## src/rtl/inst_fetch_unit.sv

```systemverilog
// Instruction-fetch stage of the single-cycle RV64 core.
// Holds the architectural PC and fetches the 32-bit word at PC over an
// AXI-lite-style read channel (address phase, then data phase). The fetched
// word is presented to decode until control commits the instruction. On commit
// the PC takes the next-PC value chosen by the control unit.
module inst_fetch_unit #(
  parameter int unsigned       XLEN     = 64,
  parameter logic [XLEN-1:0]   RESET_PC = 64'h0000_0000_8000_0000
) (
  input  logic            clk,
  input  logic            rst,
  input  logic [1:0]      sel_nextpc,
  input  logic [XLEN-1:0] imm,
  input  logic [XLEN-1:0] src1,
  input  logic [XLEN-1:0] c_rdata,
  input  logic            inst_update,
  input  logic            mem_finish,
  output logic [31:0]     araddr,
  output logic            arvalid,
  input  logic            arready,
  input  logic [63:0]     rdata,
  input  logic [1:0]      rresp,
  input  logic            rvalid,
  output logic            rready,
  output logic [XLEN-1:0] cpupc,
  output logic [31:0]     inst,
  output logic            inst_valid,
  output logic [XLEN-1:0] dnpc,
  output logic            fetch_err,
  output logic            misalign
);

  // FSM encodings
  localparam logic [1:0] ST_FETCH = 2'd0;  // address phase: arvalid high
  localparam logic [1:0] ST_WAIT  = 2'd1;  // data phase: rready high
  localparam logic [1:0] ST_READY = 2'd2;  // instruction presented, waiting to retire

  localparam logic [1:0] SEL_SEQ  = 2'd0;
  localparam logic [1:0] SEL_BR   = 2'd1;
  localparam logic [1:0] SEL_JALR = 2'd2;
  localparam logic [1:0] SEL_CSR  = 2'd3;

  logic [1:0]      state_q,      state_d;
  logic [XLEN-1:0] pc_q,         pc_d;
  logic [31:0]     inst_q,       inst_d;
  logic            inst_valid_q, inst_valid_d;
  logic            fetch_err_q,  fetch_err_d;

  logic            ar_fire;
  logic            r_fire;
  logic            commit;
  logic [31:0]     fetched_word;
  logic [XLEN-1:0] next_pc;

  // Next-PC selection; all sums wrap modulo 2^XLEN
  always_comb begin
    next_pc = pc_q + XLEN'(4);
    unique case (sel_nextpc)
      SEL_SEQ:  next_pc = pc_q + XLEN'(4);
      SEL_BR:   next_pc = pc_q + imm;
      SEL_JALR: next_pc = (src1 + imm) & ~XLEN'(1);
      SEL_CSR:  next_pc = c_rdata;
      default:  next_pc = pc_q + XLEN'(4);
    endcase
  end

  // Handshakes and word select from the 8-byte beat. A data beat is taken
  // only in WAIT, so rvalid coinciding with arready in FETCH is ignored.
  always_comb begin
    ar_fire      = (state_q == ST_FETCH) && arready;
    r_fire       = (state_q == ST_WAIT) && rvalid;
    commit       = (state_q == ST_READY) && inst_update && mem_finish && inst_valid_q;
    fetched_word = pc_q[2] ? rdata[63:32] : rdata[31:0];
  end

  // Fetch FSM and architectural state update
  always_comb begin
    state_d      = state_q;
    pc_d         = pc_q;
    inst_d       = inst_q;
    inst_valid_d = inst_valid_q;
    fetch_err_d  = fetch_err_q;
    unique case (state_q)
      ST_FETCH: begin
        if (ar_fire) begin
          state_d = ST_WAIT;
        end
      end
      ST_WAIT: begin
        if (r_fire) begin
          inst_d       = fetched_word;
          inst_valid_d = 1'b1;
          if (rresp != 2'b00) begin
            fetch_err_d = 1'b1;
          end
          state_d = ST_READY;
        end
      end
      ST_READY: begin
        if (commit) begin
          pc_d         = next_pc;
          inst_valid_d = 1'b0;
          state_d      = ST_FETCH;
        end
      end
      default: begin
        state_d = ST_FETCH;
      end
    endcase
  end

  // State registers with asynchronous reset; reset aborts any transaction
  always_ff @(posedge clk or posedge rst) begin
    if (rst) begin
      state_q      <= ST_FETCH;
      pc_q         <= RESET_PC;
      inst_q       <= '0;
      inst_valid_q <= 1'b0;
      fetch_err_q  <= 1'b0;
    end else begin
      state_q      <= state_d;
      pc_q         <= pc_d;
      inst_q       <= inst_d;
      inst_valid_q <= inst_valid_d;
      fetch_err_q  <= fetch_err_d;
    end
  end

  // Output decode; araddr is derived from the held PC so it is stable in FETCH
  always_comb begin
    arvalid    = (state_q == ST_FETCH);
    rready     = (state_q == ST_WAIT);
    araddr     = {pc_q[31:3], 3'b000};
    cpupc      = pc_q;
    inst       = inst_q;
    inst_valid = inst_valid_q;
    fetch_err  = fetch_err_q;
    dnpc       = next_pc;
    misalign   = (next_pc[1:0] != 2'b00);
  end

endmodule

```

## config.mk

```make
export PLATFORM = sky130hd
export DESIGN_NAME = inst_fetch_unit
export DESIGN_NICKNAME = d
export VERILOG_FILES = /design/src/rtl/inst_fetch_unit.sv
export SDC_FILE = /design/constraint.sdc
export NUM_CORES = 1
export LEC_CHECK = 0
export CAP_MARGIN = 20
export CORE_MARGIN = 10
export CORE_UTILIZATION = 30
export CTS_BUF_LIST = sky130_fd_sc_hd__clkbuf_4 sky130_fd_sc_hd__clkbuf_8
export CTS_CLUSTER_SIZE = 20
export DETAILED_ROUTE_END_ITERATION = 12
export GPL_TIMING_DRIVEN = 0
export SYNTH_ARGS = -nofsm -noshare
export SYNTH_HDL_FRONTEND = slang
export SYNTH_SLANG_ARGS = --single-unit
```

## constraint.sdc

```tcl
create_clock -name clk -period 5.5 [get_ports clk]
set_input_delay 1.1 -clock clk [delete_from_list [all_inputs] [get_ports clk]]
set_output_delay 1.1 -clock clk [all_outputs]
set_load 0.03 [all_outputs]
```

==> results.yml, run 1 <==
timing:
  period_share_pct: 101.2
  finalCriticalPeriod_ps: 5564
  grt_setup_unrepaired: "true"
  setup_slack_ps: -64.13
  setup_tns_ps: -129.9
  fmax_ghz: 0.1797
  slew_headroom_pct: 21.49
  clock_skew_ps: 51.94
  setup_viol: 3
  finalHoldViolCount: 0
  worstMarginPinSlew_ps: 1178
  slew_viol_final: 0
worst_setup_path:
  crit_type: "in2out"
  crit_top_cell: "buf_4"
  crit_fanout: 9
  cp-end-kind: "output port"
  cp_cell_sequence: "clkdlybuf4s50_1, ha_2, nand2_1, nor2_1, nand3_1, a2111oi_4, buf_4, a21o_4, a41oi_4, o21ai_4, buf_6, xnor2_2, a211oi_2, buf_4"
  slowest_delay_ps: 510
  slowest_stage: "clkdlybuf4s50_1"
  critPathRequiredTime_ps: 4400
  worstPathArrival_ps: 4460
  startpoint_type: "primary input"
floorplanning:
  start_util_pct: 30.21
  die_y_um: 244.3
  io_pins: 463
  die_w_um: 244.3
  core_um2: 49970
  rows: 82
  die-area_um2: 59700
clock_tree:
  clkLatencyLatePin_ps: 510
  cts.sinks: 100
  htree_levels: 3
  cts_made_buffers: 9
  cts_tree: "built"
  clock-root-buffer: "clkbuf_8"
  cts_hold_repair.buffers: 0
  cts_buffer_depth: 2
  clk_pin_slew_ps: 130
status:
  violations: "setup timing"
  status: "finished, violations left"
synth:
  ys_warn_count: 0
  netlist_instances: 2034
  yosysSeqAreaShare_pct: 16.58
  netlist_area_um2: 15100
  yosys.cell_types.count: 82
  synthAdderAreaFrac_pct: 10.71
  yosys.area_share.simple_pct: 21.39
  synthXorXnorAreaFrac_pct: 9.166
  synthFlopType: "dfrtp_1"
  synth_edf_count: 0
  synth_mux_area_share_pct: 9.365
  synth_top_area_share_pct: 16.41
  async_flop_share_pct: 100.0
  synth-seq-cells: 100
  yosys-top-cells-area: "dfrtp_1 16%, ha_1 10%, a21oi_1 6.9%"
  synth_area_leader_cell: "dfrtp_1"
  syn_avg_cell_area_um2: 7.422
  synth_top_family_by_area: "compound AO/OA/AOI/OAI gates"
  synth_compound_area_share_pct: 26.74
routing:
  drc: 0
  wire_per_inst_um: 26.96
  finalWirelength_um: 88220
  drtIter0Drc: 1726
  ant_nets: 0
  vias: 18920
  firstDrtPassIters: 7
  viasPerCell: 5.783
layout:
  layout-drive-gt1-share_pct: 22.71
  final_area_um2: 23650
  layout.nets: 2987
  syn_to_final_growth_pct: 56.66
placement:
  dpl_cell_area_um2: 20640
  place.gp.congestion: 0.9633
  io_buffers: 459
  dp_hpwl_um: 69820
grt:
  grt_start_max_net_pins: 57
  grt_pass1_wl_um: 125500
  grt_pass1_vias: 18700
  grt_overflow_total: 0
  grt.total_usage_pct: 27.90
  antenna_found_initial: 4
min_path:
  hold_path.class: "reg2reg"
flow_run:
  drv_cap: 0
power_and_ir_drop:
  power.leakage_nw: 9.727
  peakVddDrop_mv: 0.2190
  power_density_nw_per_um2: 406.7
where the power goes:
part | switching (W) | internal (W)
clock | 0.000407 | 0.000184
sequential | 0.000569 | 0.00103
combinational | 0.00429 | 0.00313
routing by layer:
layer / track usage, % / share of wire (%) / routed length (um)
met5: 0 / 0.015 / 13
met4: 9.023 / 3.4 / 2959
met3: 6.072 / 8.8 / 7737
met2: 45.43 / 46 / 40510
met1: 36.06 / 42 / 37000
cells in the mapped netlist (5+ instances only):
| library cell | count |
|---|---|
| mux2_2 | 33 |
| mux2i_1 | 49 |
| nor2_1 | 152 |
| and2_1 | 9 |
| nor3_1 | 38 |
| o31ai_1 | 15 |
| a21o_1 | 65 |
| o21bai_1 | 34 |
| buf_2 | 7 |
| nand2_1 | 267 |
| o211ai_1 | 18 |
| xor2_1 | 53 |
| o21ai_1 | 6 |
| nand2b_1 | 14 |
| ha_1 | 126 |
| a211o_1 | 6 |
| a21boi_0 | 8 |
| nand4_1 | 61 |
| a31oi_1 | 16 |
| a311oi_1 | 7 |
| and3_1 | 32 |
| nand3_1 | 58 |
| a21oi_1 | 209 |
| o21a_1 | 17 |
| a22oi_1 | 8 |
| and4_1 | 11 |
| clkbuf_1 | 103 |
| buf_1 | 11 |
| o21ai_0 | 137 |
| nor4_1 | 9 |
| nor3b_1 | 5 |
| xnor2_1 | 105 |
| a211oi_1 | 24 |
| o22ai_1 | 11 |
| or3_1 | 10 |
| inv_1 | 55 |
| nor2b_1 | 12 |
| mux4_2 | 24 |
| dfrtp_1 | 99 |
| or2_2 | 6 |
| buf_4 | 32 |
path summary, 6_finish.rpt:
check                          from        end  slack, ps  depth (start not counted)
max                         imm[41]   dnpc[59]        -60                         14
min                        inst[20]   inst[20]        490                          2
max reg2reg                cpupc[3]  cpupc[60]       1520                         16
min reg2reg                inst[20]   inst[20]        490                          2
max in group asynchronous       rst  cpupc[31]       3750                          3
min in group asynchronous       rst    inst[9]        980                          2
flip-flops by register name, summed over array words and instances, names as in the netlist:
name        cells
inst_valid      1
fetch_err       1
state_q         2
cpupc          64
inst           32
what timing repair did:
item | CTS | global route
gates resized for setup | 533 | 206
pin swaps | 104 | 70
setup buffers | 95 | 33
endpoints found under the setup margin | 65 | 46
placed cells by master, fill, tap and decap left out, types with 31 or more instances in the layout:
cell type,netlist,layout
a21o_1,65,63
a21oi_1,209,181
buf_4,32,164
clkbuf_1,103,46
clkdlybuf4s50_1,0,350
dfrtp_1,99,95
dlygate4sd2_1,0,32
ha_1,126,40
ha_4,0,68
inv_1,55,53
mux2_2,33,33
mux2i_1,49,48
nand2_1,267,257
nand3_1,58,56
nand4_1,61,61
nor2_1,152,141
o21ai_0,137,104
o21bai_1,34,31
xnor2_1,105,101
xor2_1,53,50
layout make-up:
| cell class | count | area (um2) |
|---|---|---|
| inverter | 55 | 215.2 |
| antenna | 2 | 5.005 |
| timing repair buffer | 594 | 5578 |
| clock buffer | 9 | 123.9 |
| buffer | 105 | 576.8 |
| clock inverter | 7 | 91.34 |
| sequential | 100 | 2509 |
| multi-input combinational | 1728 | 13710 |
| fill | 4843 | 26310 |
| tap | 672 | 840.8 |
critical path: cells and delay by family:
kind	cells	cell delay (ps)
buffers and inverters	4	1040
adders and majority gates	1	480
and+or+nand+nor	3	670
AOI/OAI and AO/OA	5	1100
xor gates and xnor gates	1	60
logic make-up after synthesis:
group / Yosys count
other: 1
and+or+nand+nor: 694
DFF: 100
muxes: 107
AOI/OAI and AO/OA: 638
buffers and inverters: 208
xor gates and xnor gates: 158
adders and majority gates: 128
stage by stage:
stage	utilization (%)	hold slack, ps	instances	power (W)	setup slack [ps]
6_report	47.34	493.6	3272	0.009619	-64.13
5_1_grt	47.33	530.0	3271	0.01014	-68.57
4_1_cts	45.59	499.6	3246	0.009245	-30.04
3_5_place_dp	41.31	469.1	3174	0.008054	-1873
3_3_place_gp	41.11	460.5	3167	0.008022	-2173
2_1_floorplan	-	467.3	2036	0.005445	134.3
Power figures use the tool's default switching activity.
==> run 2, diff against run 1 <==
--- a/config.mk
+++ b/config.mk
@@ -12,6 +12,8 @@
 export CTS_CLUSTER_SIZE = 20
 export DETAILED_ROUTE_END_ITERATION = 12
 export GPL_TIMING_DRIVEN = 0
+export HOLD_SLACK_MARGIN = 0.08
+export MAX_ROUTING_LAYER = met4
 export SYNTH_ARGS = -nofsm -noshare
 export SYNTH_HDL_FRONTEND = slang
 export SYNTH_SLANG_ARGS = --single-unit
==> run 2 against run 1 <==
The run still ends with setup timing left. Power is 1.0% lower. Cell count shrank 0.40%. Flip-flop and latch count unchanged. Clock skew decreased by 20 ps. Setup slack improved by 50 ps. Sequential share of layout area grew 0.062 points. Hold slack got worse by 1.0 ps. Largest power group unchanged.
==> results.yml, run 2 (synthesized netlist as in run 1, its figures left out) <==
layout:
  fill_cells: 5028
  layout.nets: 2972
  mostFrequentLayoutCell: "clkdlybuf4s50_1"
  fin_util_pct: 46.99
  final_area_um2: 23480
  final_cell_mix: "353 x clkdlybuf4s50_1, 254 x nand2_1, 186 x a21oi_1"
  syn_to_final_growth_pct: 55.52
  layout-drive-gt1-share_pct: 22.03
  largest_register_ffs: 64
power_and_ir_drop:
  power.leakage_nw: 9.635
  combinationalPowerShare_pct: 77.1
  p_switching_w: 0.005215
  p_clk_share_pct: 6.1
  power_density_nw_per_um2: 405.5
  power_frac_seq_pct: 16.8
  peakVddDrop_mv: 0.2311
  sw_frac_of_total_pct: 54.78
  p_int_w: 0.004305
floorplanning:
  rows: 82
  core_um2: 49970
  die_y_um: 244.3
  die_w_um: 244.3
  die-area_um2: 59700
  io_pins: 463
  start_util_pct: 30.21
timing:
  worstMarginPinSlew_ps: 1229
  period_share_pct: 100.3
  fmax_ghz: 0.1814
  grt_setup_unrepaired: "true"
  finalHoldViolCount: 0
  slew_headroom_pct: 18.05
  finalCriticalPeriod_ps: 5514
  setup_slack_ps: -13.97
  setup_viol: 3
  clock_skew_ps: 32.18
  slew_viol_final: 0
placement:
  dpl_cell_area_um2: 20640
  io_buffers: 459
  dp_hpwl_um: 70670
  pre_cts_ws_ps: -1851
  place.gp.congestion: 1.009
worst_setup_path:
  critPathRequiredTime_ps: 4400
  cp-end-kind: "output port"
  crit_top_cell: "buf_2"
  cp_cell_sequence: "buf_2, ha_4, nand4_1, a21boi_2, a41oi_4, buf_6, o211a_4, a2111oi_4, buf_2, a21o_1, a41oi_2, xnor2_1, o221ai_1, a21oi_1, buf_4"
  crit_fanout: 3
  crit_type: "in2out"
  startpoint_type: "primary input"
  slowest_stage: "o211a_4"
  crit_buf_inv: 4
  cpLargestDelayFamily: "compound AO/OA/AOI/OAI gates"
  worstPathArrival_ps: 4410
  slowest_delay_ps: 310
clock_tree:
  clkLatencyLatePin_ps: 490
  cts_hold_repair.buffers: 0
  cts.sinks: 100
  clock-root-buffer: "clkbuf_8"
  htree_levels: 3
  cts_tree: "built"
  cts_buffer_depth: 2
  clk_pin_slew_ps: 110
  cts_made_buffers: 9
grt:
  grt_pass1_wl_um: 126700
  antenna_found_initial: 6
  grt_overflow_total: 0
  grt_use_met3_pct: 4.927
  grt.total_usage_pct: 29.03
  busiest_layer: "met2"
  met1_usage_pct: 37.92
  grt_start_max_net_pins: 71
  grt_pass1_vias: 18470
  grt_use_met2_pct: 46.01
status:
  status: "finished, violations left"
  violations: "setup timing"
routing:
  ant_nets: 0
  firstDrtPassIters: 5
  finalWirelength_um: 87650
  wire_per_inst_um: 26.90
  vias: 18620
  drtIter0Drc: 1707
  drc: 0
  viasPerCell: 5.714
min_path:
  hold_path.class: "reg2reg"
flow_run:
  drv_cap: 0
run 2: cell count changes in the layout (fill, tap and decap cells not counted), sizes merged:
cell           delta
clkdlybuf4s50     +3
clkdlybuf4s15     +1
diode             +2
dlymetal6s2s      -4
clkinv            -1
clkbuf            +2
clkinvlp          -1
buf              -19
inv               +2
dlygate4sd2       +2
run 2: through the flow:
| step | total power (W) | hold WS [ps] | TNS, ps | std cells |
|---|---|---|---|---|
| floorplan | 0.005445 | 467.3 | 0 | 2036 |
| global placement | 0.008046 | 459.5 | -134200 | 3167 |
| detailed placement | 0.008076 | 467.4 | -67930 | 3174 |
| CTS | 0.009285 | 498.8 | -16.12 | 3226 |
| global route | 0.01007 | 531.9 | -353.3 | 3259 |
| finish | 0.009521 | 492.6 | -22.98 | 3259 |
run 2: metal layers:
metal	wire length [um]	part of all wire, %
met1	37770	43
met5	0	0
met3	7086	8.1
met2	40840	47
met4	1950	2.2
run 2: path summary, 6_finish.rpt:
path / start / end / slack, ps / cells past startpoint
max in group asynchronous: rst / cpupc[18] / 3800 / 3
min: inst[4] / inst[4] / 490 / 2
min in group asynchronous: rst / inst[23] / 980 / 2
min reg2reg: inst[4] / inst[4] / 490 / 2
max: imm[2] / dnpc[55] / -10 / 15
max reg2reg: cpupc[13] / cpupc[60] / 1480 / 15
run 2: repair_timing:
item,4_1_cts,5_1_grt
hold endpoints to repair,0,0
pin swaps,103,70
gates resized for setup,563,163
setup endpoints to repair,65,43
setup buffers,78,34
run 2: area by class of cell:
cell class	instances	area [um2]	area share [%]
Sequential cell	100	2505	10.67
Buffer	107	595.6	2.537
Tap cell	672	840.8	3.581
Inverter	55	211.5	0.9006
Antenna cell	4	10.01	0.04263
Multi-Input combinational cell	1728	13690	58.29
Clock inverter	7	88.84	0.3784
Timing Repair Buffer	577	5416	23.07
Clock buffer	9	123.9	0.5276
run 2: power groups by stage:
stage	combinational (W)	clock, W	sequential (W)
finish	0.00734	0.000582	0.00160
global route	0.00780	0.000623	0.00165
CTS	0.00710	0.000598	0.00159
detailed placement	0.00651	0	0.00156
global placement	0.00650	0	0.00155
floorplan	0.00348	0	0.00196
run 2: tightest hold or removal path: cells and delay by family (launching register included):
kind	cells	cell delay (ps)
DFF	1	360
AOI/OAI and AO/OA	1	60
and+or+nand+nor	1	40
==> run 3, diff against run 2 <==
--- a/config.mk
+++ b/config.mk
@@ -5,7 +5,6 @@
 export SDC_FILE = /design/constraint.sdc
 export NUM_CORES = 1
 export LEC_CHECK = 0
-export CAP_MARGIN = 20
 export CORE_MARGIN = 10
 export CORE_UTILIZATION = 30
 export CTS_BUF_LIST = sky130_fd_sc_hd__clkbuf_4 sky130_fd_sc_hd__clkbuf_8
@@ -14,6 +13,7 @@
 export GPL_TIMING_DRIVEN = 0
 export HOLD_SLACK_MARGIN = 0.08
 export MAX_ROUTING_LAYER = met4
+export SKIP_LAST_GASP = 1
 export SYNTH_ARGS = -nofsm -noshare
 export SYNTH_HDL_FRONTEND = slang
 export SYNTH_SLANG_ARGS = --single-unit
==> run 3 against run 2 <==
The run still ends with setup timing left. Combinational power barely moved. First-iteration DRC count fell by 13%. Via count fell by 0.77%. Core utilization fell by 0.32 points. Flip-flop and latch count did not move. Routed wire length rose by 0.48%. Sequential power barely moved. Die area did not move. Hold slack barely moved.
==> results.yml, run 3 (synthesized netlist as in run 1, its figures left out) <==
status:
  status: "finished, violations left"
  violations: "setup timing"
clock_tree:
  clkLatencyLatePin_ps: 500
  cts_tree: "built"
  cts_buffer_depth: 2
  cts.sinks: 100
  cts_made_buffers: 9
  clk_pin_slew_ps: 130
  clock-root-buffer: "clkbuf_8"
  htree_levels: 3
  cts_hold_repair.buffers: 0
timing:
  finalHoldViolCount: 0
  period_share_pct: 101.9
  slew_viol_final: 0
  clock_skew_ps: 25.98
  setup_slack_ps: -104.4
  setup_tns_ps: -179.1
  finalCriticalPeriod_ps: 5604
  grt_setup_unrepaired: "true"
  worstMarginPinSlew_ps: 1208
  fmax_ghz: 0.1784
  slew_headroom_pct: 19.48
  setup_viol: 2
routing:
  viasPerCell: 5.688
  vias: 18480
  ant_nets: 0
  finalWirelength_um: 88070
  drtIter0Drc: 1491
  drc: 0
  firstDrtPassIters: 7
  wire_per_inst_um: 27.11
layout:
  final_cell_mix: "352 x clkdlybuf4s50_1, 259 x nand2_1, 190 x a21oi_1"
  mostFrequentLayoutCell: "clkdlybuf4s50_1"
  syn_to_final_growth_pct: 54.46
  layout.nets: 2963
  layout-drive-gt1-share_pct: 21.45
  largest_register_ffs: 64
floorplanning:
  io_pins: 463
  die-area_um2: 59700
  start_util_pct: 30.21
  core_um2: 49970
  die_y_um: 244.3
  die_w_um: 244.3
  rows: 82
placement:
  pre_cts_ws_ps: -2310
  place.gp.congestion: 1.009
  io_buffers: 459
  dp_hpwl_um: 70290
worst_setup_path:
  cp-end-kind: "output port"
  crit_top_cell: "buf_4"
  cp_cell_sequence: "clkdlybuf4s50_1, ha_4, nand4_1, nor3_2, nand3_2, a2111oi_4, a21o_1, a41oi_2, o21ai_2, buf_4, xnor2_2, a211oi_2, buf_4"
  crit_buf_inv: 3
  crit_fanout: 9
  cpLargestDelayFamily: "compound AO/OA/AOI/OAI gates"
  worstPathArrival_ps: 4500
  slowest_delay_ps: 610
  startpoint_type: "primary input"
  crit_type: "in2out"
  critPathRequiredTime_ps: 4400
  slowest_stage: "clkdlybuf4s50_1"
grt:
  grt.total_usage_pct: 28.99
  antenna_found_initial: 5
  grt_pass1_vias: 18240
  grt_overflow_total: 0
  grt_pass1_wl_um: 125700
  grt_start_max_net_pins: 71
power_and_ir_drop:
  peakVddDrop_mv: 0.2494
  power_density_nw_per_um2: 408.1
  power.leakage_nw: 9.638
min_path:
  hold_path.class: "reg2reg"
flow_run:
  drv_cap: 0
==> run 3: changes by cell type in the layout (fill, tap and decap cells not counted), moves of 3 or more <==
cell and change:
dlymetal6s2s_1 +7, nor2_2 +3, dlygate4sd2_1 -6, nor2_4 -3, clkdlybuf4s15_2 -4, nand2_1 +5
a21oi_1 +4, a21oi_2 -3, nand2_2 -5, buf_8 -4
==> run 3: repair_timing <==
action | 4_1_cts | 5_1_grt
setup endpoints to repair | 65 | 48
setup buffers | 72 | 37
resized for setup | 548 | 175
pin swaps | 98 | 80
==> run 3: per-stage QoR <==
stage                     util, %  hold slack, ps  power [W]  cells  area [um2]
after detailed placement    41.17           468.7   0.008067   3168       20570
after CTS                   45.13           500.8   0.009250   3218       22550
after global routing        46.67           518.8    0.01002   3249       23320
after floorplan                 -           467.3   0.005445   2036       15100
after global placement      41.11           459.5   0.008046   3167       20540
final                       46.67           492.9   0.009517   3249       23320
==> run 3: worst paths after layout <==
kind / endpoint / start / cells after the start / slack [ps]
max in group asynchronous: cpupc[28] / rst / 3 / 3790
min in group asynchronous: cpupc[59] / rst / 2 / 970
max: dnpc[59] / imm[47] / 13 / -100
max reg2reg: cpupc[60] / cpupc[3] / 16 / 1450
min: inst[23] / inst[23] / 2 / 490
min reg2reg: inst[23] / inst[23] / 2 / 490
==> run 3: layout make-up <==
type | instances | area (um2)
Sequential cell | 100 | 2505
Fill cell | 4972 | 26650
Inverter | 55 | 211.5
Timing Repair Buffer | 569 | 5343
Buffer | 106 | 604.3
Antenna cell | 3 | 7.507
Clock buffer | 9 | 123.9
Clock inverter | 7 | 93.84
Multi-Input combinational cell | 1728 | 13590
Tap cell | 672 | 840.8
==> run 3: routing by layer <==
| metal | vias to the layer above | track usage, % | share of wire [%] |
|---|---|---|---|
| met3 | 93 | 5.014 | 7.2 |
| met4 | 0 | 7.215 | 2.5 |
| met2 | 824 | 45.94 | 46 |
| li1 | 8505 | - | - |
| met5 | - | - | 0 |
| met1 | 9058 | 37.70 | 44 |
==> run 3: worst register-to-register path, delay by kind of cell, from the launching register on <==
family | cells | cell delay (ps)
multiplexers | 1 | 250
AND/OR/NAND/NOR | 7 | 1410
flip-flops | 1 | 520
adder cells (fa/ha/maj) | 1 | 290
AO/OA/AOI/OAI | 1 | 350
XOR/XNOR | 1 | 130
buffers and inverters | 5 | 990
==> run 3: report_power, final <==
group	internal, W	switching [W]
Combinational	0.00306	0.00425
Sequential	0.00103	0.000568
Clock	0.000186	0.000422
